<file path="config.mk">
export PLATFORM = sky130hd
export DESIGN_NAME = mgnt_arbiter
export DESIGN_NICKNAME = d
export VERILOG_FILES = /design/src/rtl/mgnt_pkg.sv /design/src/rtl/mgnt_rr_arb.sv /design/src/rtl/mgnt_arbiter.sv
export SDC_FILE = /design/constraint.sdc
export NUM_CORES = 1
export LEC_CHECK = 0
export ABC_AREA = 1
export BUFFER_PORTS_ARGS = -buffer_cell sky130_fd_sc_hd__buf_2
export CAP_MARGIN = 20
export CORE_MARGIN = 2
export CORE_UTILIZATION = 44
export DETAILED_ROUTE_END_ITERATION = 7
export PLACE_DENSITY = 0.78
export SYNTH_ARGS = -nofsm -noshare
export SYNTH_HDL_FRONTEND = slang
export SYNTH_SLANG_ARGS = --single-unit
export TNS_END_PERCENT = 50
</file>
<file path="constraint.sdc">
create_clock -name clk -period 2.2 [get_ports clk]
set_input_delay 0.22 -clock clk [delete_from_list [all_inputs] [get_ports clk]]
set_output_delay 0.22 -clock clk [all_outputs]
set_load 0.03 [all_outputs]
</file>
<file path="src/rtl/mgnt_pkg.sv">
// Shared definitions for the management-bus arbiter.
//   TGT_W / ADDR_W / DATA_W : system management bus field widths
//   state_e                 : arbiter FSM encoding
//   tgt_ok()                : target select is a legal one-hot value
package mgnt_pkg;

    localparam int TGT_W  = 6;
    localparam int ADDR_W = 8;
    localparam int DATA_W = 8;

    typedef enum logic [1:0] {
        ST_IDLE  = 2'd0,
        ST_ISSUE = 2'd1,
        ST_WAIT  = 2'd2
    } state_e;

    // Exactly one bit set: non-zero, and clearing the lowest set bit leaves zero.
    function automatic logic tgt_ok(input logic [TGT_W-1:0] t);
        return (t != '0) && ((t & (t - TGT_W'(1))) == '0);
    endfunction

endpackage

</file>
<file path="src/rtl/mgnt_rr_arb.sv">
// Round-robin arbiter.
//   clk_i, rst_i : clock, synchronous active-high reset (pointer -> 0)
//   req_i        : NREQ request bits
//   en_i         : take the grant this cycle (advances the pointer)
//   gnt_o        : one-hot grant, combinational from req_i and the pointer
module mgnt_rr_arb #(
    parameter int NREQ = 4
) (
    input  logic            clk_i,
    input  logic            rst_i,
    input  logic [NREQ-1:0] req_i,
    input  logic            en_i,
    output logic [NREQ-1:0] gnt_o
);

    localparam int PW = (NREQ > 1) ? $clog2(NREQ) : 1;

    logic [PW-1:0]     ptr_q, ptr_d, win;
    logic [PW:0]       sum;
    logic [2*NREQ-1:0] dbl;
    logic              found;

    // Rotate the request vector so bit 0 is the highest-priority index, take
    // the first set bit, then map the offset back to an absolute index.
    always_comb begin
        dbl   = {req_i, req_i} >> ptr_q;
        found = 1'b0;
        sum   = '0;
        for (int j = 0; j < NREQ; j++) begin
            if (!found && dbl[j]) begin
                found = 1'b1;
                sum   = {1'b0, ptr_q} + (PW+1)'(j);
            end
        end
        if (sum >= (PW+1)'(NREQ))
            sum = sum - (PW+1)'(NREQ);
        win = sum[PW-1:0];
        for (int i = 0; i < NREQ; i++)
            gnt_o[i] = found && (win == PW'(i));
        ptr_d = (win == PW'(NREQ-1)) ? '0 : win + PW'(1);
    end

    always_ff @(posedge clk_i) begin
        if (rst_i)
            ptr_q <= '0;
        else if (en_i && found)
            ptr_q <= ptr_d;
    end

endmodule

</file>
<file path="src/rtl/mgnt_arbiter.sv">
// Management-bus arbiter: serialises register accesses from NREQ requesters
// onto one system management bus, one transaction outstanding at a time.
//   clk, rst        : clock, synchronous active-high reset
//   req_*           : per-requester request (valid held until req_ready)
//   req_ready       : one-cycle accept pulse to the granted requester
//   resp_valid/data : read beats forwarded combinationally from the bus
//   resp_last       : final beat of a read
//   resp_err        : bad target or response timeout
//   sys_req_*       : one-cycle request strobe to the system bus
//   sys_resp_*      : read-data beats from the system bus, MSB first
module mgnt_arbiter
    import mgnt_pkg::*;
#(
    parameter int NREQ           = 4,
    parameter int MGNT_REG_WIDTH = 32,
    parameter int TIMEOUT        = 255
) (
    input  logic                        clk,
    input  logic                        rst,
    input  logic [NREQ-1:0]             req_valid,
    input  logic [NREQ-1:0]             req_wr,
    input  logic [NREQ-1:0][TGT_W-1:0]  req_tgt,
    input  logic [NREQ-1:0][ADDR_W-1:0] req_addr,
    output logic [NREQ-1:0]             req_ready,
    output logic [NREQ-1:0]             resp_valid,
    output logic [DATA_W-1:0]           resp_data,
    output logic                        resp_last,
    output logic [NREQ-1:0]             resp_err,
    output logic [TGT_W-1:0]            sys_req_valid,
    output logic                        sys_req_wr,
    output logic [ADDR_W-1:0]           sys_req_addr,
    input  logic                        sys_resp_valid,
    input  logic [DATA_W-1:0]           sys_resp_data
);

    localparam int BEATS = MGNT_REG_WIDTH / 8;
    localparam int BW    = (BEATS > 1) ? $clog2(BEATS) : 1;
    localparam int TW    = $clog2(TIMEOUT + 1);

    state_e              state_q, state_d;
    logic [NREQ-1:0]     gnt_q, gnt_d, gnt;
    logic                wr_q, wr_d;
    logic [TGT_W-1:0]    tgt_q, tgt_d;
    logic [ADDR_W-1:0]   addr_q, addr_d;
    logic [BW-1:0]       beat_q, beat_d;
    logic [TW-1:0]       tmo_q, tmo_d;

    logic                arb_en;
    logic                sel_wr;
    logic [TGT_W-1:0]    sel_tgt;
    logic [ADDR_W-1:0]   sel_addr;

    assign arb_en = !rst && (state_q == ST_IDLE) && (|req_valid);

    mgnt_rr_arb #(.NREQ(NREQ)) u_rr (
        .clk_i (clk),
        .rst_i (rst),
        .req_i (req_valid),
        .en_i  (arb_en),
        .gnt_o (gnt)
    );

    // One-hot mux of the winner's request fields.
    always_comb begin
        sel_wr   = 1'b0;
        sel_tgt  = '0;
        sel_addr = '0;
        for (int i = 0; i < NREQ; i++) begin
            if (gnt[i]) begin
                sel_wr   = sel_wr   | req_wr[i];
                sel_tgt  = sel_tgt  | req_tgt[i];
                sel_addr = sel_addr | req_addr[i];
            end
        end
    end

    always_ff @(posedge clk) begin
        if (rst) begin
            state_q <= ST_IDLE;
            gnt_q   <= '0;
            wr_q    <= 1'b0;
            tgt_q   <= '0;
            addr_q  <= '0;
            beat_q  <= '0;
            tmo_q   <= '0;
        end else begin
            state_q <= state_d;
            gnt_q   <= gnt_d;
            wr_q    <= wr_d;
            tgt_q   <= tgt_d;
            addr_q  <= addr_d;
            beat_q  <= beat_d;
            tmo_q   <= tmo_d;
        end
    end

    // Outputs are all gated by rst so a reset landing on a beat or on the
    // timeout cycle aborts silently.
    always_comb begin
        state_d       = state_q;
        gnt_d         = gnt_q;
        wr_d          = wr_q;
        tgt_d         = tgt_q;
        addr_d        = addr_q;
        beat_d        = beat_q;
        tmo_d         = tmo_q;
        req_ready     = '0;
        resp_valid    = '0;
        resp_data     = '0;
        resp_last     = 1'b0;
        resp_err      = '0;
        sys_req_valid = '0;
        sys_req_wr    = 1'b0;
        sys_req_addr  = '0;
        if (!rst) begin
            case (state_q)
                ST_IDLE: begin
                    if (arb_en) begin
                        gnt_d   = gnt;
                        wr_d    = sel_wr;
                        tgt_d   = sel_tgt;
                        addr_d  = sel_addr;
                        state_d = ST_ISSUE;
                    end
                end
                ST_ISSUE: begin
                    req_ready = gnt_q;
                    beat_d    = '0;
                    tmo_d     = '0;
                    if (!tgt_ok(tgt_q)) begin
                        resp_err = gnt_q;
                        state_d  = ST_IDLE;
                    end else begin
                        sys_req_valid = tgt_q;
                        sys_req_wr    = wr_q;
                        sys_req_addr  = addr_q;
                        state_d       = wr_q ? ST_IDLE : ST_WAIT;
                    end
                end
                ST_WAIT: begin
                    if (sys_resp_valid) begin
                        resp_valid = gnt_q;
                        resp_data  = sys_resp_data;
                        beat_d     = beat_q + BW'(1);
                        tmo_d      = '0;
                        if (beat_q == BW'(BEATS-1)) begin
                            resp_last = 1'b1;
                            state_d   = ST_IDLE;
                        end
                    end else if (tmo_q == TW'(TIMEOUT-1)) begin
                        // This idle cycle is the TIMEOUT-th since the last beat
                        // (or since issue); the partial read is dropped.
                        resp_err = gnt_q;
                        state_d  = ST_IDLE;
                    end else begin
                        tmo_d = tmo_q + TW'(1);
                    end
                end
                default: state_d = ST_IDLE;
            endcase
        end
    end

endmodule

</file>
==> results of run 1 <==
==> power by group through the flow <==
stage | sequential [mW] | clock [mW] | combinational [mW]
CTS | 0.872 | 0.472 | 2.63
floorplan | 0.837 | 0 | 2.03
detailed placement | 0.883 | 0 | 2.61
global placement | 0.876 | 0 | 2.58
global route | 0.895 | 0.500 | 3.16
finish | 0.874 | 0.463 | 2.80
==> metrics by stage <==
| stage | area [um2] | TNS [ns] | cells |
|---|---|---|---|
| after floorplan | 2579 | 0 | 431 |
| after global placement | 3181 | 0 | 602 |
| after detailed placement | 3181 | -0.2664 | 602 |
| after CTS | 3268 | 0 | 609 |
| after global routing | 3331 | 0 | 612 |
| final | 3331 | 0 | 612 |
==> synthesized netlist by cell type (2+ instances only) <==
cell type / number / area [um2]
nand2_1: 135 / 506.7
nand3_1: 66 / 330.3
inv_1: 46 / 172.7
nor2_1: 34 / 127.6
dfxtp_1: 33 / 660.6
o21ai_0: 20 / 100.1
a21oi_1: 14 / 70.07
nand4_1: 14 / 87.58
nor3b_1: 13 / 97.59
ha_1: 10 / 125.1
buf_2: 8 / 40.04
nor3_1: 7 / 35.03
clkbuf_1: 5 / 18.77
nand2_2: 4 / 25.02
buf_4: 3 / 22.52
inv_2: 3 / 11.26
nor2_2: 3 / 18.77
a21o_1: 2 / 15.01
buf_6: 2 / 22.52
==> layout make-up <==
class | instances | share of cell area (%)
clock buffers | 7 | 2.592
inverters | 51 | 6.198
multi-input cells | 329 | 49.32
flip-flops and latches | 33 | 19.95
well taps | 72 | 2.705
repair buffers | 119 | 19.05
repair inverters | 1 | 0.1878
==> what timing repair did <==
action,4_1_cts,5_1_grt
setup endpoints to repair,15,32
setup buffers,0,2
gates resized for setup,1,16
hold buffers,0,0
pin swaps,0,2
gates cloned,0,1
endpoints found under the hold margin,0,0
==> path summary, 6_finish.rpt <==
path	startpoint	end	slack [ns]	cells past startpoint
worst max-delay path	tgt_q[3]$_SDFFE_PP0P_	resp_err[1]	0.15	7
worst min-delay path	req_addr[18]	addr_q[2]$_SDFFE_PP0P_	0.23	5
worst max register to register	u_rr.ptr_q[0]$_SDFFE_PP0P_	addr_q[7]$_SDFFE_PP0P_	0.17	16
worst min register to register	beat_q[0]$_SDFFE_PP0P_	beat_q[0]$_SDFFE_PP0P_	0.46	1
==> metal layers <==
metal  global-route usage (%)  vias to the layer above
met2                    38.92                      111
met5                        0                        -
li1                         -                     1611
met1                    29.71                     1377
met3                    3.820                       12
met4                    8.305                        0
==> tightest hold or removal path: stages <==
cell	delay, ns
buf_2	0.07
nand2_1	0.04
nand2_1	0.05
nor2_1	0.04
nor2_1	0.06
==> kinds of logic after synthesis <==
| logic type | Yosys count |
|---|---|
| simple gates | 280 |
| xor+xnor | 1 |
| flops | 33 |
| fa+ha+maj | 10 |
| buf+inv | 69 |
| compound gates | 38 |
==> sequential cells by signal, indices dropped and copies added (netlist names) <==
name / flops
state_q: 2
gnt_q: 4
tgt_q: 6
wr_q: 1
tmo_q: 8
u_rr.ptr_q: 2
addr_q: 8
beat_q: 2
==> flow_metrics.py, run 1 <==
metrics = {
    "cts": {
        "cts_buffers": 5,
        "clock-root-buffer": "clkbuf_8",
        "clk_latency_ns": 0.28,
        "clkTransAtPathRegs_ns": 0.06,
        "clk_path_buf_depth": 2,
        "cts_tree": "yes",
        "clock-sinks": 33,
        "h-tree-depth": 2,
    },
    "timing": {
        "rsz0062_at_grt": "no",
        "worst_slew_pin_slew_ns": 0.4762,
        "finalHoldViolCount": 0,
        "max_freq_mhz": 486.7,
        "skew_ns": 0.003094,
        "finalSetupViolations": 0,
        "whs_ns": 0.2332,
        "post-route-period-util_pct": 93.40,
        "setup_ws_ns": 0.1452,
        "max_slew_margin_pct": 67.92,
        "finalMaxSlewViolations": 0,
        "min_period_ns": 2.055,
    },
    "run_status": {
        "status": "complete, no violations",
    },
    "setup_path": {
        "crit_path_max_incr_delay_ns": 0.35,
        "cp.required_ns": 1.98,
        "path_max_fanout": 16,
        "start_kind": "flip-flop",
        "arrival_ns": 1.83,
        "critPathTopFamily": "simple AND/OR/NAND/NOR gates",
        "cp_cell_sequence": "nor2_1 -> nand3_1 -> nand2_1 -> nand3_4 -> a21oi_1 -> nor2_1 -> buf_2",
        "cp_slowest_cell": "dfxtp_1",
        "cpMostUsedCell": "nor2_1",
        "worst-path-buf-inv": 1,
        "cp-end-kind": "output port",
        "crit_type": "flip-flop to output port",
    },
    "logic_synthesis": {
        "yosysSeqAreaShare_pct": 25.62,
        "synth_xor_xnor_area_share_pct": 0.3396,
        "synth_warnings": 0,
        "synth-edff-count": 0,
        "syn-mean-instance-area_um2": 5.983,
        "syn_nets": 516,
        "synth_cells": 431,
        "synthDistinctLibCells": 28,
        "synth_mux_area_share_pct": 0,
        "synth-seq-cells": 33,
        "synth-adder-area-share_pct": 4.852,
        "synth_area_um2": 2579,
        "synth_simple_gate_area_share_pct": 49.44,
        "synth_top_family_by_area": "simple AND/OR/NAND/NOR gates",
        "synth_compound_area_share_pct": 8.006,
        "synth-main-ff-cell": "dfxtp_1",
        "async_flop_share_pct": 0,
    },
    "drt": {
        "drtIter0Drc": 115,
        "drc": 0,
        "firstDrtPassIters": 4,
        "vias": 3111,
        "wl_mm": 7.486,
        "met2_length_mm": 3.586,
        "drtAntennaViolNets": 0,
        "viasPerCell": 5.083,
        "top_layer": "met4",
        "routedWlPerCell_um": 12.23,
        "met1_length_mm": 3.291,
        "met3_wirelength_um": 449,
    },
    "power": {
        "pwr-share-comb_pct": 67.7,
        "p_leak_nw": 1.764,
        "seqPwrFrac_pct": 21.1,
        "vdd_drop_max_uv": 718.0,
        "power_density_nw_per_um2": 1242,
        "p_int_mw": 2.019,
        "clkPwrFrac_pct": 11.2,
        "power.switching_mw": 2.117,
        "p_sw_share_pct": 51.19,
        "finalPower_mw": 4.136,
    },
    "global_routing": {
        "grt_overflow": 0,
        "antenna_found_initial": 0,
        "track_usage_pct": 23.15,
        "grt_pass1_wl_mm": 12.01,
        "grt_max_degree": 34,
        "grt_pass1_vias": 2775,
    },
    "floorplanning": {
        "rows": 27,
        "fp.dieH_um": 80.56,
        "core_area_um2": 5574,
        "die_area_um2": 6489,
        "die_w_um": 80.56,
        "initial_utilization_pct": 46.26,
        "io_pins": 111,
    },
    "finish": {
        "utilization_pct": 59.75,
        "layout_common_cells": "nand2_1 (130), buf_2 (110), nand3_1 (66)",
        "n_fill_cell": 562,
        "ff_latch_area_um2": 664.4,
        "multi_input_area_um2": 1643,
        "fin_nets": 625,
        "synthToLayoutAreaGrowth_pct": 29.16,
        "final_common_cell": "nand2_1",
        "diodes": 0,
        "drive_gt1_share_pct": 27.96,
    },
    "placed_design": {
        "gp_congestion": 0.8785,
        "place.detailed.hpwl_mm": 5.749,
        "port-buffer-count": 110,
        "pre_cts_slack_ns": -0.04994,
    },
    "flow_run": {
        "drv_cap": 0,
    },
    "hold_path": {
        "hold_class": "input port to flip-flop",
    },
}
(Power assumes the default switching activity.)
==> inputs of run 2 (changes only) <==
Settings changed: CTS_BUF_LIST set to sky130_fd_sc_hd__clkbuf_16.
==> flow_metrics.py, run 2 (synthesized netlist as in run 1, its figures left out) <==
metrics = {
    "run_status": {
        "status": "complete, no violations",
    },
    "finish": {
        "n_fill_cell": 553,
        "final_cell_area_um2": 3379,
        "multi_input_area_um2": 1645,
        "utilization_pct": 60.63,
        "ff_latch_area_um2": 664.4,
        "synthToLayoutAreaGrowth_pct": 31.05,
        "drive_gt1_share_pct": 27.96,
        "layout_common_cells": "nand2_1 (130), buf_2 (110), nand3_1 (66)",
        "fin_nets": 625,
        "final_common_cell": "nand2_1",
        "largestRegisters": "addr_q (8), tmo_q (8), tgt_q (6)",
        "diodes": 0,
    },
    "power": {
        "finalPower_mw": 4.322,
        "power_density_nw_per_um2": 1279,
        "p_leak_nw": 1.787,
        "vdd_drop_max_uv": 743.7,
    },
    "timing": {
        "max_freq_mhz": 495.6,
        "finalSetupViolations": 0,
        "skew_ns": 0.003937,
        "min_period_ns": 2.018,
        "post-route-period-util_pct": 91.72,
        "whs_ns": 0.2428,
        "worst_slew_pin_slew_ns": 0.4757,
        "max_slew_margin_pct": 67.95,
        "finalHoldViolCount": 0,
        "finalMaxSlewViolations": 0,
        "setup_ws_ns": 0.1821,
    },
    "setup_path": {
        "cp_slowest_cell": "dfxtp_1",
        "cp.required_ns": 1.98,
        "crit_path_max_incr_delay_ns": 0.34,
        "crit_type": "flip-flop to output port",
        "cp-end-kind": "output port",
        "arrival_ns": 1.80,
        "start_kind": "flip-flop",
        "path_max_fanout": 16,
        "cpMostUsedCell": "nor2_1",
        "cp_cell_sequence": "nor2_1 -> nand3_1 -> nand2_1 -> nand3_4 -> a21oi_1 -> nor2_1 -> buf_2",
    },
    "floorplanning": {
        "die_area_um2": 6489,
        "initial_utilization_pct": 46.26,
        "fp.dieH_um": 80.56,
        "io_pins": 111,
        "die_w_um": 80.56,
        "rows": 27,
        "core_area_um2": 5574,
    },
    "drt": {
        "wl_mm": 7.489,
        "viasPerCell": 5.100,
        "firstDrtPassIters": 5,
        "drtIter0Drc": 126,
        "routedWlPerCell_um": 12.24,
        "vias": 3121,
        "drtAntennaViolNets": 0,
        "drc": 0,
    },
    "global_routing": {
        "grt_pass1_vias": 2812,
        "track_usage_pct": 23.16,
        "grt_pass1_wl_mm": 12.08,
        "grt_max_degree": 34,
        "grt_util_met3_pct": 3.820,
        "antenna_found_initial": 0,
        "gr-usage-met2_pct": 39.00,
        "grt_overflow": 0,
        "grt_use_met1_pct": 29.73,
        "grt_busiest_layer": "met2",
    },
    "cts": {
        "clk_latency_ns": 0.27,
        "clk_path_buf_depth": 2,
        "hold_buffers": 0,
        "cts_buffers": 5,
        "clkTransAtPathRegs_ns": 0.05,
        "h-tree-depth": 2,
        "clock-root-buffer": "clkbuf_16",
        "cts_tree": "yes",
        "clock-sinks": 33,
    },
    "placed_design": {
        "dpl_cell_area_um2": 3181,
        "port-buffer-count": 110,
        "gp_congestion": 0.8785,
        "pre_cts_slack_ns": -0.04994,
        "place.detailed.hpwl_mm": 5.749,
    },
    "flow_run": {
        "drv_cap": 0,
    },
    "hold_path": {
        "hold_class": "input port to flip-flop",
    },
}
[run 2: timing repair]
| item | CTS | global route |
|---|---|---|
| hold endpoints to repair | 0 | 0 |
| setup buffers | 0 | 2 |
| gates resized for setup | 1 | 17 |
| gates cloned | 0 | 1 |
| pin swaps | 0 | 2 |
| setup endpoints to repair | 15 | 24 |
[run 2: per-stage QoR]
stage	setup TNS [ns]	instances
6_report	0	612
5_1_grt	-0.003828	612
4_1_cts	0	609
3_5_place_dp	-0.2664	602
3_3_place_gp	0	602
2_1_floorplan	0	431
[run 2: worst paths after layout]
check | startpoint | to | slack (ns) | cells after the start
setup / recovery | tgt_q[3]$_SDFFE_PP0P_ | resp_err[1] | 0.18 | 7
hold / removal | req_addr[18] | addr_q[2]$_SDFFE_PP0P_ | 0.24 | 5
setup reg to reg | u_rr.ptr_q[0]$_SDFFE_PP0P_ | addr_q[3]$_SDFFE_PP0P_ | 0.18 | 16
hold reg to reg | beat_q[0]$_SDFFE_PP0P_ | beat_q[0]$_SDFFE_PP0P_ | 0.46 | 1
[run 2: layer usage]
metal / wire [um] / part of all wire (%)
met1: 3257 / 43
met5: 0 / 0
met4: 150 / 2.0
met3: 489 / 6.5
met2: 3592 / 48
[run 2: area by class of cell]
class / count / share of cell area (%)
clock inverters: 2 / 0.2221
repair buffers: 119 / 18.77
repair inverters: 1 / 0.1851
inverters: 51 / 6.109
flip-flops and latches: 33 / 19.66
multi-input cells: 329 / 48.69
well taps: 72 / 2.666
clock buffers: 5 / 3.702
[run 2: power by group]
group          total, mW  internal, mW  switching [mW]  leakage (nW)
registers          0.875         0.768           0.108         0.271
clock network      0.635         0.404           0.231        0.0685
logic               2.81          1.01            1.81          1.45
[run 2: critical path: cells and delay by family (launching register included)]
family                 cells  cell delay (ns)
AOI/OAI and AO/OA          1             0.34
and+or+nand+nor            5             0.67
DFF                        1             0.34
buffers and inverters      1             0.19
